## config.mk

```make
export PLATFORM = sky130hd
export DESIGN_NAME = stall_ctl_flat
export DESIGN_NICKNAME = d
export VERILOG_FILES = /design/src/rtl/pipe_pkg.sv /design/src/rtl/stall_ctl_if.sv /design/src/rtl/if_id_reg.sv /design/src/rtl/stall_ctl.sv /design/src/flat_wrapper.sv
export SDC_FILE = /design/constraint.sdc
export NUM_CORES = 1
export LEC_CHECK = 0
export ABC_AREA = 1
export CORE_MARGIN = 2
export CORE_UTILIZATION = 36
export DETAILED_ROUTE_END_ITERATION = 8
export PLACE_DENSITY = 0.71
export SLEW_MARGIN = 20
export SYNTH_ARGS = -nofsm -noshare
export SYNTH_HDL_FRONTEND = slang
export SYNTH_HIERARCHICAL = 1
export SYNTH_SLANG_ARGS = --single-unit
```

## constraint.sdc

```tcl
create_clock -name clock_in -period 2.91 [get_ports clock_in]
set_input_delay 0.582 -clock clock_in [delete_from_list [all_inputs] [get_ports clock_in]]
set_output_delay 0.582 -clock clock_in [all_outputs]
set_load 0.05 [all_outputs]
```

## src/rtl/pipe_pkg.sv

```systemverilog
// -----------------------------------------------------------------------------
// pipe_pkg
// Shared definitions for the stall_ctl pipeline front end:
//   state_t  - stall controller FSM encoding (RUN=0, STALL=1, FLUSH=2)
//   NOP      - instruction word injected into IF/ID on a redirect
//   PC_STEP  - fetch PC increment
//   CNT_W / CNT_MAX - width and saturation value of the stall watchdog counter
//   pc_next  - 32-bit modulo PC advance
//   sat_inc  - saturating increment for the stall counter
// -----------------------------------------------------------------------------
package pipe_pkg;

    typedef enum logic [1:0] {
        RUN   = 2'd0,
        STALL = 2'd1,
        FLUSH = 2'd2
    } state_t;

    localparam logic [31:0] NOP     = 32'h0000_0000;
    localparam logic [31:0] PC_STEP = 32'd4;

    localparam int               CNT_W   = 8;
    localparam logic [CNT_W-1:0] CNT_MAX = '1;

    // Plain 32-bit add: 32'hFFFF_FFFC wraps to 32'h0000_0000.
    function automatic logic [31:0] pc_next(input logic [31:0] pc);
        return pc + PC_STEP;
    endfunction

    function automatic logic [CNT_W-1:0] sat_inc(input logic [CNT_W-1:0] v);
        return (v == CNT_MAX) ? v : v + CNT_W'(1);
    endfunction

endpackage

```

## src/rtl/stall_ctl_if.sv

```systemverilog
// -----------------------------------------------------------------------------
// stall_ctl_if
// Bundles the hazard-unit inputs, fetch data and pipeline-register outputs
// of stall_ctl. Clock and reset are kept as plain ports on the modules.
//   master : environment side (drives hazard/fetch inputs, observes outputs)
//   slave  : stall_ctl side
// Inputs : pc_wr_in, if_id_wr_in, flush_control_in, branch_taken_in,
//          branch_target_in[31:0], instr_in[31:0], ctrl_in[CTRL_W-1:0]
// Outputs: pc_out[31:0], if_id_pc4_out[31:0], if_id_instr_out[31:0],
//          id_ex_ctrl_out[CTRL_W-1:0], state_out[1:0], stall_timeout_out
// Build option: STALL_STATS_EN adds stall_count_out[31:0], flush_count_out[31:0].
// -----------------------------------------------------------------------------
interface stall_ctl_if #(
    parameter int CTRL_W = 9
);
    logic              pc_wr_in;
    logic              if_id_wr_in;
    logic              flush_control_in;
    logic              branch_taken_in;
    logic [31:0]       branch_target_in;
    logic [31:0]       instr_in;
    logic [CTRL_W-1:0] ctrl_in;

    logic [31:0]       pc_out;
    logic [31:0]       if_id_pc4_out;
    logic [31:0]       if_id_instr_out;
    logic [CTRL_W-1:0] id_ex_ctrl_out;
    logic [1:0]        state_out;
    logic              stall_timeout_out;
`ifdef STALL_STATS_EN
    logic [31:0]       stall_count_out;
    logic [31:0]       flush_count_out;
`endif

    modport master (
        output pc_wr_in, if_id_wr_in, flush_control_in, branch_taken_in,
               branch_target_in, instr_in, ctrl_in,
        input  pc_out, if_id_pc4_out, if_id_instr_out, id_ex_ctrl_out,
               state_out, stall_timeout_out
`ifdef STALL_STATS_EN
        , input stall_count_out, flush_count_out
`endif
    );

    modport slave (
        input  pc_wr_in, if_id_wr_in, flush_control_in, branch_taken_in,
               branch_target_in, instr_in, ctrl_in,
        output pc_out, if_id_pc4_out, if_id_instr_out, id_ex_ctrl_out,
               state_out, stall_timeout_out
`ifdef STALL_STATS_EN
        , output stall_count_out, flush_count_out
`endif
    );

endinterface

```

## src/rtl/if_id_reg.sv

```systemverilog
// -----------------------------------------------------------------------------
// if_id_reg
// IF/ID pipeline register with hold and flush.
//   clock_in   - clock, rising edge
//   reset_n_in - asynchronous active-low reset (clears to PC4=0, NOP)
//   i_flush    - load a bubble (PC4=0, NOP); wins over i_wr_en
//   i_wr_en    - load i_pc4/i_instr; 0 holds the current contents
//   i_pc4      - PC+4 of the instruction being fetched
//   i_instr    - fetched instruction word
//   o_pc4      - registered PC+4
//   o_instr    - registered instruction
// -----------------------------------------------------------------------------
module if_id_reg
    import pipe_pkg::*;
(
    input  logic        clock_in,
    input  logic        reset_n_in,
    input  logic        i_flush,
    input  logic        i_wr_en,
    input  logic [31:0] i_pc4,
    input  logic [31:0] i_instr,
    output logic [31:0] o_pc4,
    output logic [31:0] o_instr
);

    logic [31:0] r_pc4;
    logic [31:0] r_instr;

    always_ff @(posedge clock_in or negedge reset_n_in) begin
        if (!reset_n_in) begin
            r_pc4   <= '0;
            r_instr <= NOP;
        end else if (i_flush) begin
            r_pc4   <= '0;
            r_instr <= NOP;
        end else if (i_wr_en) begin
            r_pc4   <= i_pc4;
            r_instr <= i_instr;
        end
    end

    assign o_pc4   = r_pc4;
    assign o_instr = r_instr;

endmodule

```

## src/rtl/stall_ctl.sv

```systemverilog
// -----------------------------------------------------------------------------
// stall_ctl
// Front-end pipeline controller: fetch PC, IF/ID register (if_id_reg),
// ID/EX control register, RUN/STALL/FLUSH state machine and a stall
// watchdog with a sticky timeout flag.
//
// Per-cycle priority: branch redirect, then stall, then normal advance.
//
// Parameters
//   RESET_PC    - PC loaded on reset
//   CTRL_W      - width of the decoded control bundle
//   STALL_LIMIT - consecutive stall cycles that trip the watchdog (1..255)
// Ports
//   clock_in    - clock, all state on rising edge
//   reset_n_in  - asynchronous active-low reset
//   bus         - stall_ctl_if.slave (hazard inputs, fetch data, outputs)
// Build option
//   STALL_STATS_EN - adds 32-bit wrapping totals of stall cycles and
//                    redirects (bus.stall_count_out / bus.flush_count_out)
// -----------------------------------------------------------------------------
module stall_ctl
    import pipe_pkg::*;
#(
    parameter logic [31:0] RESET_PC    = 32'h0000_0000,
    parameter int          CTRL_W      = 9,
    parameter int          STALL_LIMIT = 15
) (
    input  logic       clock_in,
    input  logic       reset_n_in,
    stall_ctl_if.slave bus
);

    localparam logic [CNT_W-1:0] LIMIT_C = CNT_W'(STALL_LIMIT);

    logic                w_redirect;
    logic                w_stall;
    logic [31:0]         w_pc_plus4;
    logic [CNT_W-1:0]    w_cnt_nxt;
    logic [31:0]         w_if_id_pc4;
    logic [31:0]         w_if_id_instr;

    state_t              r_state;
    logic [31:0]         r_pc;
    logic [CTRL_W-1:0]   r_ctrl;
    logic [CNT_W-1:0]    r_cnt;
    logic                r_timeout;

    assign w_redirect = bus.branch_taken_in;
    // Either write enable low counts as a stall cycle, even if the other
    // register is still allowed to advance.
    assign w_stall    = ~bus.pc_wr_in | ~bus.if_id_wr_in;
    assign w_pc_plus4 = pc_next(r_pc);

    // Consecutive-stall count; a redirect or any non-stall cycle clears it.
    always_comb begin
        w_cnt_nxt = '0;
        if (!w_redirect && w_stall) begin
            w_cnt_nxt = sat_inc(r_cnt);
        end
    end

    // ---- IF/ID register --------------------------------------------------
    if_id_reg u_if_id (
        .clock_in   (clock_in),
        .reset_n_in (reset_n_in),
        .i_flush    (w_redirect),
        .i_wr_en    (bus.if_id_wr_in),
        .i_pc4      (w_pc_plus4),
        .i_instr    (bus.instr_in),
        .o_pc4      (w_if_id_pc4),
        .o_instr    (w_if_id_instr)
    );

    // ---- FSM, PC, ID/EX control and watchdog ------------------------------
    always_ff @(posedge clock_in or negedge reset_n_in) begin
        if (!reset_n_in) begin
            r_state   <= RUN;
            r_pc      <= RESET_PC;
            r_ctrl    <= '0;
            r_cnt     <= '0;
            r_timeout <= 1'b0;
        end else begin
            r_cnt <= w_cnt_nxt;
            // Counter only climbs one step at a time from zero, so equality
            // catches the crossing; the flag is sticky afterwards.
            if (w_cnt_nxt == LIMIT_C) begin
                r_timeout <= 1'b1;
            end

            if (w_redirect) begin
                r_state <= FLUSH;
                r_pc    <= bus.branch_target_in;
                r_ctrl  <= '0;
            end else begin
                r_state <= w_stall ? STALL : RUN;
                if (bus.pc_wr_in) begin
                    r_pc <= w_pc_plus4;
                end
                // Bubble into EX on request; otherwise the decoded control
                // moves on even while fetch is stalled.
                r_ctrl <= bus.flush_control_in ? '0 : bus.ctrl_in;
            end
        end
    end

    assign bus.pc_out            = r_pc;
    assign bus.if_id_pc4_out     = w_if_id_pc4;
    assign bus.if_id_instr_out   = w_if_id_instr;
    assign bus.id_ex_ctrl_out    = r_ctrl;
    assign bus.state_out         = r_state;
    assign bus.stall_timeout_out = r_timeout;

`ifdef STALL_STATS_EN
    logic [31:0] r_stall_total;
    logic [31:0] r_flush_total;

    // ---- statistics counters ----------------------------------------------
    always_ff @(posedge clock_in or negedge reset_n_in) begin
        if (!reset_n_in) begin
            r_stall_total <= '0;
            r_flush_total <= '0;
        end else if (w_redirect) begin
            r_flush_total <= r_flush_total + 32'd1;
        end else if (w_stall) begin
            r_stall_total <= r_stall_total + 32'd1;
        end
    end

    assign bus.stall_count_out = r_stall_total;
    assign bus.flush_count_out = r_flush_total;
`endif

endmodule

```

## src/flat_wrapper.sv

```systemverilog
// flat-port wrapper written by rule: the top's interface ports become plain ports
module stall_ctl_flat import pipe_pkg::*;
#(
    parameter logic [31:0] RESET_PC    = 32'h0000_0000,
    parameter int          CTRL_W      = 9,
    parameter int          STALL_LIMIT = 15
)
  (clock_in, reset_n_in, bus_pc_wr_in, bus_if_id_wr_in, bus_flush_control_in, bus_branch_taken_in, bus_branch_target_in, bus_instr_in, bus_ctrl_in, bus_pc_out, bus_if_id_pc4_out, bus_if_id_instr_out, bus_id_ex_ctrl_out, bus_state_out, bus_stall_timeout_out);
  stall_ctl_if #(.CTRL_W(CTRL_W)) bus_i ();
  input  logic clock_in;
  input  logic reset_n_in;
  input wire logic [$bits(bus_i.pc_wr_in)-1:0] bus_pc_wr_in;
  input wire logic [$bits(bus_i.if_id_wr_in)-1:0] bus_if_id_wr_in;
  input wire logic [$bits(bus_i.flush_control_in)-1:0] bus_flush_control_in;
  input wire logic [$bits(bus_i.branch_taken_in)-1:0] bus_branch_taken_in;
  input wire logic [$bits(bus_i.branch_target_in)-1:0] bus_branch_target_in;
  input wire logic [$bits(bus_i.instr_in)-1:0] bus_instr_in;
  input wire logic [$bits(bus_i.ctrl_in)-1:0] bus_ctrl_in;
  output wire logic [$bits(bus_i.pc_out)-1:0] bus_pc_out;
  output wire logic [$bits(bus_i.if_id_pc4_out)-1:0] bus_if_id_pc4_out;
  output wire logic [$bits(bus_i.if_id_instr_out)-1:0] bus_if_id_instr_out;
  output wire logic [$bits(bus_i.id_ex_ctrl_out)-1:0] bus_id_ex_ctrl_out;
  output wire logic [$bits(bus_i.state_out)-1:0] bus_state_out;
  output wire logic [$bits(bus_i.stall_timeout_out)-1:0] bus_stall_timeout_out;
  assign bus_i.pc_wr_in = bus_pc_wr_in;
  assign bus_i.if_id_wr_in = bus_if_id_wr_in;
  assign bus_i.flush_control_in = bus_flush_control_in;
  assign bus_i.branch_taken_in = bus_branch_taken_in;
  assign bus_i.branch_target_in = bus_branch_target_in;
  assign bus_i.instr_in = bus_instr_in;
  assign bus_i.ctrl_in = bus_ctrl_in;
  assign bus_pc_out = bus_i.pc_out;
  assign bus_if_id_pc4_out = bus_i.if_id_pc4_out;
  assign bus_if_id_instr_out = bus_i.if_id_instr_out;
  assign bus_id_ex_ctrl_out = bus_i.id_ex_ctrl_out;
  assign bus_state_out = bus_i.state_out;
  assign bus_stall_timeout_out = bus_i.stall_timeout_out;
  stall_ctl #(.RESET_PC(RESET_PC), .CTRL_W(CTRL_W), .STALL_LIMIT(STALL_LIMIT)) u_core (.clock_in(clock_in), .reset_n_in(reset_n_in), .bus(bus_i));
endmodule
```

==> results by group, run 1 <==
Synthesis
  – Syn Area/Cell: 8.116 um2
  – Most frequent cells after synthesis: nand2_1 (280), dfrtp_1 (116), nand3_1 (87)
  – Yosys top cell area share: 50.45%
  – Post-synth cell types: 36
  – Synth area leader: dfrtp_1
  – Most instantiated library cell after synthesis: nand2_1
  – Synthesis-stage register bit count: 116
  – Area contributors post-synth: dfrtp_1 (50%), nand2_1 (18%), nand3_1 (7.6%), inv_1 (3.4%), a22oi_1 (2.6%)
  – Mapped Cells: 709
  – Post-synth EDFFs: 0
  – Synth Cell Area: 5754 um2
  – Syn_nets: 790
  – Asr flop ratio synth: 100.0%
  – Sequential cell area fraction in the yosys report: 50.45%
  – Top FF cell, synth: dfrtp_1
  – Yosys warns: 6

Timing
  – Slew HR: 51.77%
  – Clk_skew: 5.494 ps
  – RSZ-0062 raised after global routing: no
  – Crit path time final: 2377 ps
  – Final period utilization: 81.67%
  – Setup TNS: 0 ps
  – Max Freq: 420.8 MHz
  – Fin. Hold Viols: 0
  – Least-Margin Pin Slew: 721.7 ps
  – # setup viols final: 0
  – Slew Limit Fails: 0

Setup path
  – R2r endpoint: u_core/u_if_id/o_pc4[10]
  – Critical path required time: 2330 ps
  – Bufs and invs on worst path: 1
  – CP endpoint kind: primary output
  – Reg2reg start: u_core/bus.pc_out[2]
  – Max incr delay on CP: 870 ps
  – Reg2reg setup slack: 990 ps
  – Cell Chain, Critical Path: clkdlybuf4s50_1
  – Critical-path top delay cell: clkdlybuf4s50_1
  – Startpoint types: register
  – CP top delay family: buffers and inverters
  – Reg2reg path depth: 8
  – CP max FO: 6
  – CP Class: register to primary output
  – CP arrival: 1790 ps

Power and ir drop
  – Comb power frac: 21.9%
  – Sequential share of power: 37.3%
  – Clock share of power: 40.8%
  – LEAKAGE: 4.054 nW
  – Sw Share: 31.29%
  – Cell Int Power: 3.399 mW
  – Power per cell area: 590.4 nW/um2
  – VDD IR max: 0.4349 mV
  – Sw Pwr: 1.548 mW

Placed design
  – Post-DP HPWL: 11,890 um
  – PortBufs: 186
  – Placed Instances: 1,090
  – Routability Congestion: 0.9012

Drt
  – Vias: 5,375
  – Final WL: 16,630 um
  – DR WL/cell: 14.82 um
  – Drt pass-1 iters: 5
  – Initial DRC count: 250
  – DRT antenna net count: 0
  – Routed vias/inst: 4.791
  – Residual DRC: 0

Clock tree
  – CTS Sinks: 116
  – CTS Buf Count: 17
  – Post-CTS Setup Bufs: 0
  – Clock root buffer: clkbuf_16
  – Worst-path clk slew: 60 ps
  – H-tree levels: 4
  – CTS Buffer Depth: 2
  – Clock latency on the worst-skew pair: 420 ps
  – # resized after CTS: 0
  – CTS Hold Bufs: 0
  – CTS tree: done

Floorplan
  – Die area: 17,010 um2
  – Initial Util: 36.49%
  – Core footprint: 15,770 um2
  – Chip Height: 130.4 um
  – Row Count: 46
  – DIE WIDTH: 130.4 um
  – Ports: 187

Global routing
  – Initial antenna violation count: 0
  – Largest net degree at the start of global routing: 51
  – First-pass GRT wire length: 26,030 um
  – Vias in the first global route: 4,983
  – GRT Resource Usage Total: 19.93%
  – Global route overflow: 0

Run
  – Maxcap violations: 0

Final layout
  – Fraction of layout instances using a drive strength above 1: 8.720%
  – P&R area growth vs syn: 45.64%
  – # diodes: 0
  – Finished Core Util: 53.14%
  – Cell Count, Final, Fillers Out: 1,122
  – FILL cells: 1,494
  – Nets@finish: 974

Hold path
  – Hold Path Class: input port to asynchronous set/reset pin

Run status
  – Status: completed
-- how the worst max path moves through the flow --
stage	start	end	slack, ps	cells after the start
6_report	u_core/bus.pc_out[23]	bus_pc_out[23]	530	1
5_1_grt	u_core/bus.pc_out[23]	bus_pc_out[23]	480	1
4_1_cts	u_core/bus.pc_out[6]	bus_pc_out[6]	520	1
3_5_place_dp	bus_branch_taken_in	u_core/bus.pc_out[7]	140	4
3_3_place_gp	bus_branch_taken_in	u_core/bus.pc_out[7]	230	4
2_1_floorplan	u_core/bus.pc_out[2]	u_core/u_if_id/o_pc4[20]	940	9
-- state kept, by name, indices dropped and copies added, names as in the netlist --
name / count
u_core/bus.pc_out: 32
u_core/u_if_id/o_pc4: 32
u_core/r_cnt: 8
u_core/bus.id_ex_ctrl_out: 9
u_core/bus.state_out: 2
u_core/u_if_id/o_instr: 32
u_core/bus.stall_timeout_out: 1
-- power groups by stage --
stage / clock network, mW / logic (mW) / registers (mW)
2_1_floorplan: 0 / 0.276 / 2.22
4_1_cts: 2.06 / 1.09 / 1.84
6_report: 2.02 / 1.09 / 1.84
5_1_grt: 2.12 / 1.16 / 1.86
3_5_place_dp: 0 / 1.09 / 1.87
3_3_place_gp: 0 / 1.08 / 1.87
-- routing by layer --
layer	vias up	global-route usage [%]	part of all wire, %
met1	2524	26.58	44
met2	185	31.75	48
met4	0	8.448	2.4
li1	2634	-	-
met5	-	0	0
met3	32	4.194	5.8
-- placed cells by master (no fill, tap or decap), types with 2 or more instances in the layout --
cell and n:
nand2_1 280, clkdlybuf4s50_1 184, dfrtp_1 116, nand3_1 87
inv_1 52, nor2_1 39, a22oi_1 20, clkbuf_16 17
clkinv_2 8, buf_4 8, o21ai_0 8, nor3_1 7
nand2_2 6, nor2_4 6, nand3b_1 6, xor2_2 6
nand4_1 5, inv_2 4, nor2_2 4, xnor2_1 4
xor2_1 4, o211ai_1 4, nand3_2 3, bufinv_16 2
clkbuf_1 2, clkbuf_8 2, nand2_4 2, and2_1 2
a21oi_1 2, o221ai_1 2, ha_1 2, buf_12 2
-- area by class of cell --
| cell class | instances | area [um2] | share of cell area, % |
|---|---|---|---|
| clock buffers | 21 | 460.4 | 5.494 |
| multi-input cells | 507 | 2481 | 29.61 |
| flip-flops and latches | 116 | 2903 | 34.64 |
| repair buffers | 195 | 1947 | 23.23 |
| well taps | 216 | 270.3 | 3.225 |
| inverters | 56 | 210.2 | 2.508 |
| clock inverters | 11 | 108.9 | 1.299 |
-- metrics by stage --
stage / hold slack (ps) / worst slack (ps) / area (um2) / power, mW
after floorplan: 286.4 / 937.2 / 5754 / 2.499
after global placement: 447.2 / 229.0 / 7806 / 2.950
after detailed placement: 451.2 / 137.9 / 7806 / 2.957
after CTS: 226.4 / 518.4 / 8376 / 4.993
after global routing: 258.1 / 481.1 / 8381 / 5.143
final: 210.9 / 533.4 / 8381 / 4.948
-- cells by family after synthesis --
family                   after synthesis  synth area share (%)
buffers and inverters                 86                 6.566
AO/OA/AOI/OAI                         38                 4.566
AND/OR/NAND/NOR                      452                 34.79
flip-flops                           116                 50.45
adder cells (fa/ha/maj)                2                0.4348
XOR/XNOR                              15                 3.196
Power figures use the tool's default switching activity.
==> run 2: changes to the inputs <==
==> constraint.sdc (replaced) <==
create_clock -name clock_in -period 2.4 [get_ports clock_in]
set_input_delay 0.48 -clock clock_in [delete_from_list [all_inputs] [get_ports clock_in]]
set_output_delay 0.48 -clock clock_in [all_outputs]
set_load 0.05 [all_outputs]
==> results by group, run 2 (same netlist as run 1, synthesis figures left out) <==
Final layout
  – Commonest non-fill, non-tap cell in the layout: nand2_1
  – Commonest cells after routing, fill and taps aside: nand2_1 (280), clkdlybuf4s50_1 (184), dfrtp_1 (116)
  – Cell Count, Final, Fillers Out: 1,121
  – P&R area growth vs syn: 46.60%
  – # diodes: 0
  – Fraction of layout instances using a drive strength above 1: 8.619%
  – Nets@finish: 975

Drt
  – DR WL/cell: 14.89 um
  – Initial DRC count: 326
  – Drt pass-1 iters: 5
  – Residual DRC: 0
  – DRT antenna net count: 0
  – Routed vias/inst: 4.798
  – Final WL: 16,700 um
  – Vias: 5,378

Setup path
  – CP max FO: 6
  – Critical-path top delay cell: clkdlybuf4s50_1
  – CP top delay family: buffers and inverters
  – CP arrival: 1780 ps
  – Critical path required time: 1920 ps
  – Max incr delay on CP: 870 ps
  – CP endpoint kind: primary output
  – Startpoint types: register
  – Bufs and invs on worst path: 1
  – CP Class: register to primary output
  – Cell Chain, Critical Path: clkdlybuf4s50_1

Power and ir drop
  – VDD IR max: 0.4965 mV
  – LEAKAGE: 4.074 nW
  – Power per cell area: 729.9 nW/um2

Global routing
  – Largest net degree at the start of global routing: 117
  – First-pass GRT wire length: 26,070 um
  – GRT Resource Usage Total: 19.92%
  – Vias in the first global route: 5,183
  – Initial antenna violation count: 0
  – Global route overflow: 0

Timing
  – Least-Margin Pin Slew: 685.3 ps
  – RSZ-0062 raised after global routing: no
  – Slew Limit Fails: 0
  – Max Freq: 441.9 MHz
  – Setup TNS: 0 ps
  – Slew HR: 54.20%
  – Final period utilization: 94.28%
  – Crit path time final: 2263 ps
  – Clk_skew: 9.373 ps
  – Hold WS: 119.5 ps
  – # setup viols final: 0
  – Fin. Hold Viols: 0
  – Setup ws final: 137.2 ps

Placed design
  – Setup Slack @ Placement: -109.8 ps
  – PortBufs: 186
  – Placed Instances: 1,091
  – Routability Congestion: 0.8998
  – Post-DP HPWL: 11,810 um

Hold path
  – Hold Path Class: input port to asynchronous set/reset pin

Floorplan
  – Row Count: 46
  – DIE WIDTH: 130.4 um
  – Ports: 187
  – Die area: 17,010 um2
  – Core footprint: 15,770 um2
  – Chip Height: 130.4 um
  – Initial Util: 36.49%

Run
  – Maxcap violations: 0

Clock tree
  – Clock latency on the worst-skew pair: 410 ps
  – Post-CTS Setup Bufs: 0
  – CTS tree: done
  – # resized after CTS: 0
  – CTS Buf Count: 17
  – CTS Sinks: 116
  – CTS Hold Bufs: 0
  – Worst-path clk slew: 50 ps
  – Clock root buffer: clkbuf_16
  – CTS Buffer Depth: 2
  – H-tree levels: 4

Run status
  – Status: completed
## run 2: cell types whose count changed in the layout (fill, tap and decap cells not counted)
cell	delta
buf_4	+1
clkbuf_8	+7
clkinv_2	-8
clkinv_4	-1
## run 2: final timing paths
check,cells past startpoint,from,slack (ps),end
min in group clock_in,2,u_core/u_if_id/o_pc4[8],470,u_core/u_if_id/o_pc4[8]
hold / removal,2,reset_n_in,120,u_core/u_if_id/o_pc4[3]
setup reg to reg,8,u_core/bus.pc_out[2],470,u_core/u_if_id/o_pc4[10]
hold reg to reg,2,u_core/u_if_id/o_pc4[8],470,u_core/u_if_id/o_pc4[8]
max in group asynchronous,2,reset_n_in,1730,u_core/u_if_id/o_pc4[18]
setup / recovery,1,u_core/bus.pc_out[17],140,bus_pc_out[17]
## run 2: power by group
group	internal (mW)	switching, mW
combinational	0.466	0.854
sequential	2.09	0.146
clock	1.77	0.832
total	4.33	1.83
## run 2: per-stage QoR
step	instance area [um2]	util, %	power, mW
4_1_cts	8431	53.46	6.221
2_1_floorplan	5754	-	3.030
5_1_grt	8436	53.49	6.402
3_3_place_gp	7814	49.55	3.577
6_report	8436	53.49	6.157
3_5_place_dp	7814	49.55	3.589
## run 2: per-layer routing
layer	global-route usage [%]	routed length [um]	part of all wire (%)
met1	25.48	7326	44
met2	32.86	7991	48
met3	5.212	1066	6.4
met4	7.196	311	1.9
met5	0	0	0
## run 2: area by class of cell
cell class | count | area [um2]
Fill cell | 1505 | 7335
Sequential cell | 116 | 2903
Multi-Input combinational cell | 507 | 2481
Timing Repair Buffer | 196 | 1954
Clock buffer | 28 | 556.8
Tap cell | 216 | 270.3
Inverter | 56 | 210.2
Clock inverter | 2 | 60.06
==> run 3: changes to the inputs <==
==> constraint.sdc (replaced) <==
create_clock -name clock_in -period 2.9 [get_ports clock_in]
set_input_delay 0.58 -clock clock_in [delete_from_list [all_inputs] [get_ports clock_in]]
set_output_delay 0.58 -clock clock_in [all_outputs]
set_load 0.05 [all_outputs]
==> results by group, run 3 (same netlist as run 1, synthesis figures left out) <==
Power and ir drop
  – LEAKAGE: 4.046 nW
  – Tot Pwr: 4.936 mW
  – Cell Int Power: 3.400 mW
  – Sequential share of power: 37.5%
  – Power per cell area: 589.1 nW/um2
  – Comb power frac: 22.1%
  – VDD IR max: 0.3982 mV
  – Sw Pwr: 1.536 mW
  – Sw Share: 31.11%
  – Clock share of power: 40.4%

Setup path
  – Critical-path top delay cell: clkdlybuf4s50_1
  – Startpoint types: register
  – Critical path required time: 2320 ps
  – CP top delay family: buffers and inverters
  – CP Class: register to primary output
  – Cell Chain, Critical Path: clkdlybuf4s50_1
  – Max incr delay on CP: 870 ps
  – Reg2reg path depth: 8
  – Reg2reg setup slack: 950 ps
  – Bufs and invs on worst path: 1
  – CP arrival: 1780 ps
  – CP max FO: 6
  – CP endpoint kind: primary output
  – R2r endpoint: u_core/u_if_id/o_pc4[10]
  – Reg2reg start: u_core/bus.pc_out[2]

Drt
  – Routed vias/inst: 4.741
  – DRT antenna net count: 0
  – Residual DRC: 0
  – Final WL: 16,800 um
  – Vias: 5,324
  – Drt pass-1 iters: 5
  – DR WL/cell: 14.96 um
  – Initial DRC count: 306

Floorplan
  – DIE WIDTH: 130.4 um
  – Die area: 17,010 um2
  – Row Count: 46
  – Chip Height: 130.4 um
  – Ports: 187
  – Core footprint: 15,770 um2
  – Initial Util: 36.49%

Clock tree
  – CTS Sinks: 116
  – H-tree levels: 4
  – CTS Hold Bufs: 0
  – Worst-path clk slew: 50 ps
  – Clock root buffer: clkbuf_16
  – CTS Buf Count: 17
  – Clock latency on the worst-skew pair: 410 ps
  – Post-CTS Setup Bufs: 0
  – # resized after CTS: 0
  – CTS Buffer Depth: 2
  – CTS tree: done

Timing
  – Max Freq: 424.0 MHz
  – Slew Limit Fails: 0
  – Crit path time final: 2358 ps
  – RSZ-0062 raised after global routing: no
  – Slew HR: 53.94%
  – Least-Margin Pin Slew: 690.8 ps
  – Setup TNS: 0 ps
  – Hold WS: 210.4 ps
  – Final period utilization: 81.33%
  – Clk_skew: 6.528 ps
  – Setup ws final: 541.5 ps
  – Fin. Hold Viols: 0
  – # setup viols final: 0

Global routing
  – Largest net degree at the start of global routing: 51
  – Initial antenna violation count: 1
  – Vias in the first global route: 5,150
  – First-pass GRT wire length: 26,310 um
  – Global route overflow: 0
  – GRT Resource Usage Total: 20.13%

Hold path
  – Hold Path Class: input port to asynchronous set/reset pin

Final layout
  – Cell Count, Final, Fillers Out: 1,123
  – Commonest cells after routing, fill and taps aside: nand2_1 (280), clkdlybuf4s50_1 (184), dfrtp_1 (116)
  – Finished Core Util: 53.13%
  – P&R area growth vs syn: 45.62%
  – Commonest non-fill, non-tap cell in the layout: nand2_1
  – Fraction of layout instances using a drive strength above 1: 8.389%
  – Design Area, Final: 8379 um2
  – Nets@finish: 975

Placed design
  – PortBufs: 186
  – Setup Slack @ Placement: 318.1 ps
  – DP Area: 7814 um2
  – Post-DP HPWL: 12,100 um
  – Placed Instances: 1,091
  – Routability Congestion: 0.9103

Run
  – Maxcap violations: 0

Run status
  – Status: completed
## run 3: cell count changes in the layout (fill, tap and decap cells not counted), sizes merged
| cell | previous run | this run |
|---|---|---|
| bufinv | 2 | 1 |
| clkinv | 0 | 3 |
| clkbuf | 28 | 27 |
| diode | 0 | 1 |
## run 3: worst max path at each step
stage / end / slack, ps / start / cells after the start
finish: bus_pc_out[6] / 540 / u_core/bus.pc_out[6] / 1
global route: bus_pc_out[16] / 480 / u_core/bus.pc_out[16] / 1
CTS: bus_pc_out[6] / 510 / u_core/bus.pc_out[6] / 1
detailed placement: u_core/bus.pc_out[8] / 320 / bus_pc_wr_in / 4
global placement: u_core/bus.pc_out[8] / 330 / bus_branch_taken_in / 4
floorplan: u_core/u_if_id/o_pc4[20] / 930 / u_core/bus.pc_out[2] / 9
## run 3: final cells by class
| type | instances | area [um2] |
|---|---|---|
| diodes | 1 | 2.502 |
| clock buffers | 27 | 513.0 |
| clock inverters | 4 | 45.04 |
| fillers | 1535 | 7391 |
| inverters | 56 | 210.2 |
| multi-input cells | 507 | 2481 |
| flip-flops and latches | 116 | 2903 |
| well taps | 216 | 270.3 |
| repair buffers | 196 | 1954 |
## run 3: routing by layer
metal  global-route usage [%]  wire, um  up-vias
met2                    33.02      7982      167
met3                    4.723      1031       33
met5                        0         0        -
met4                    8.761       487        0
li1                         -         -     2637
met1                    25.64      7294     2487
## run 3: worst reg2reg max path, delay by kind of cell (launching register included)
family,cells,cell delay [ps]
AOI/OAI and AO/OA,1,250
adders and majority gates,1,250
buffers and inverters,1,70
DFF,1,480
and+or+nand+nor,5,790
## run 3: power by group through the flow
stage                     Clock, mW  Sequential (mW)  Combinational (mW)
after floorplan                   0             2.23               0.276
after global placement            0             1.87                1.09
after detailed placement          0             1.88                1.10
after CTS                      2.04             1.85                1.10
after global routing           2.11             1.87                1.16
final                          2.00             1.85                1.09
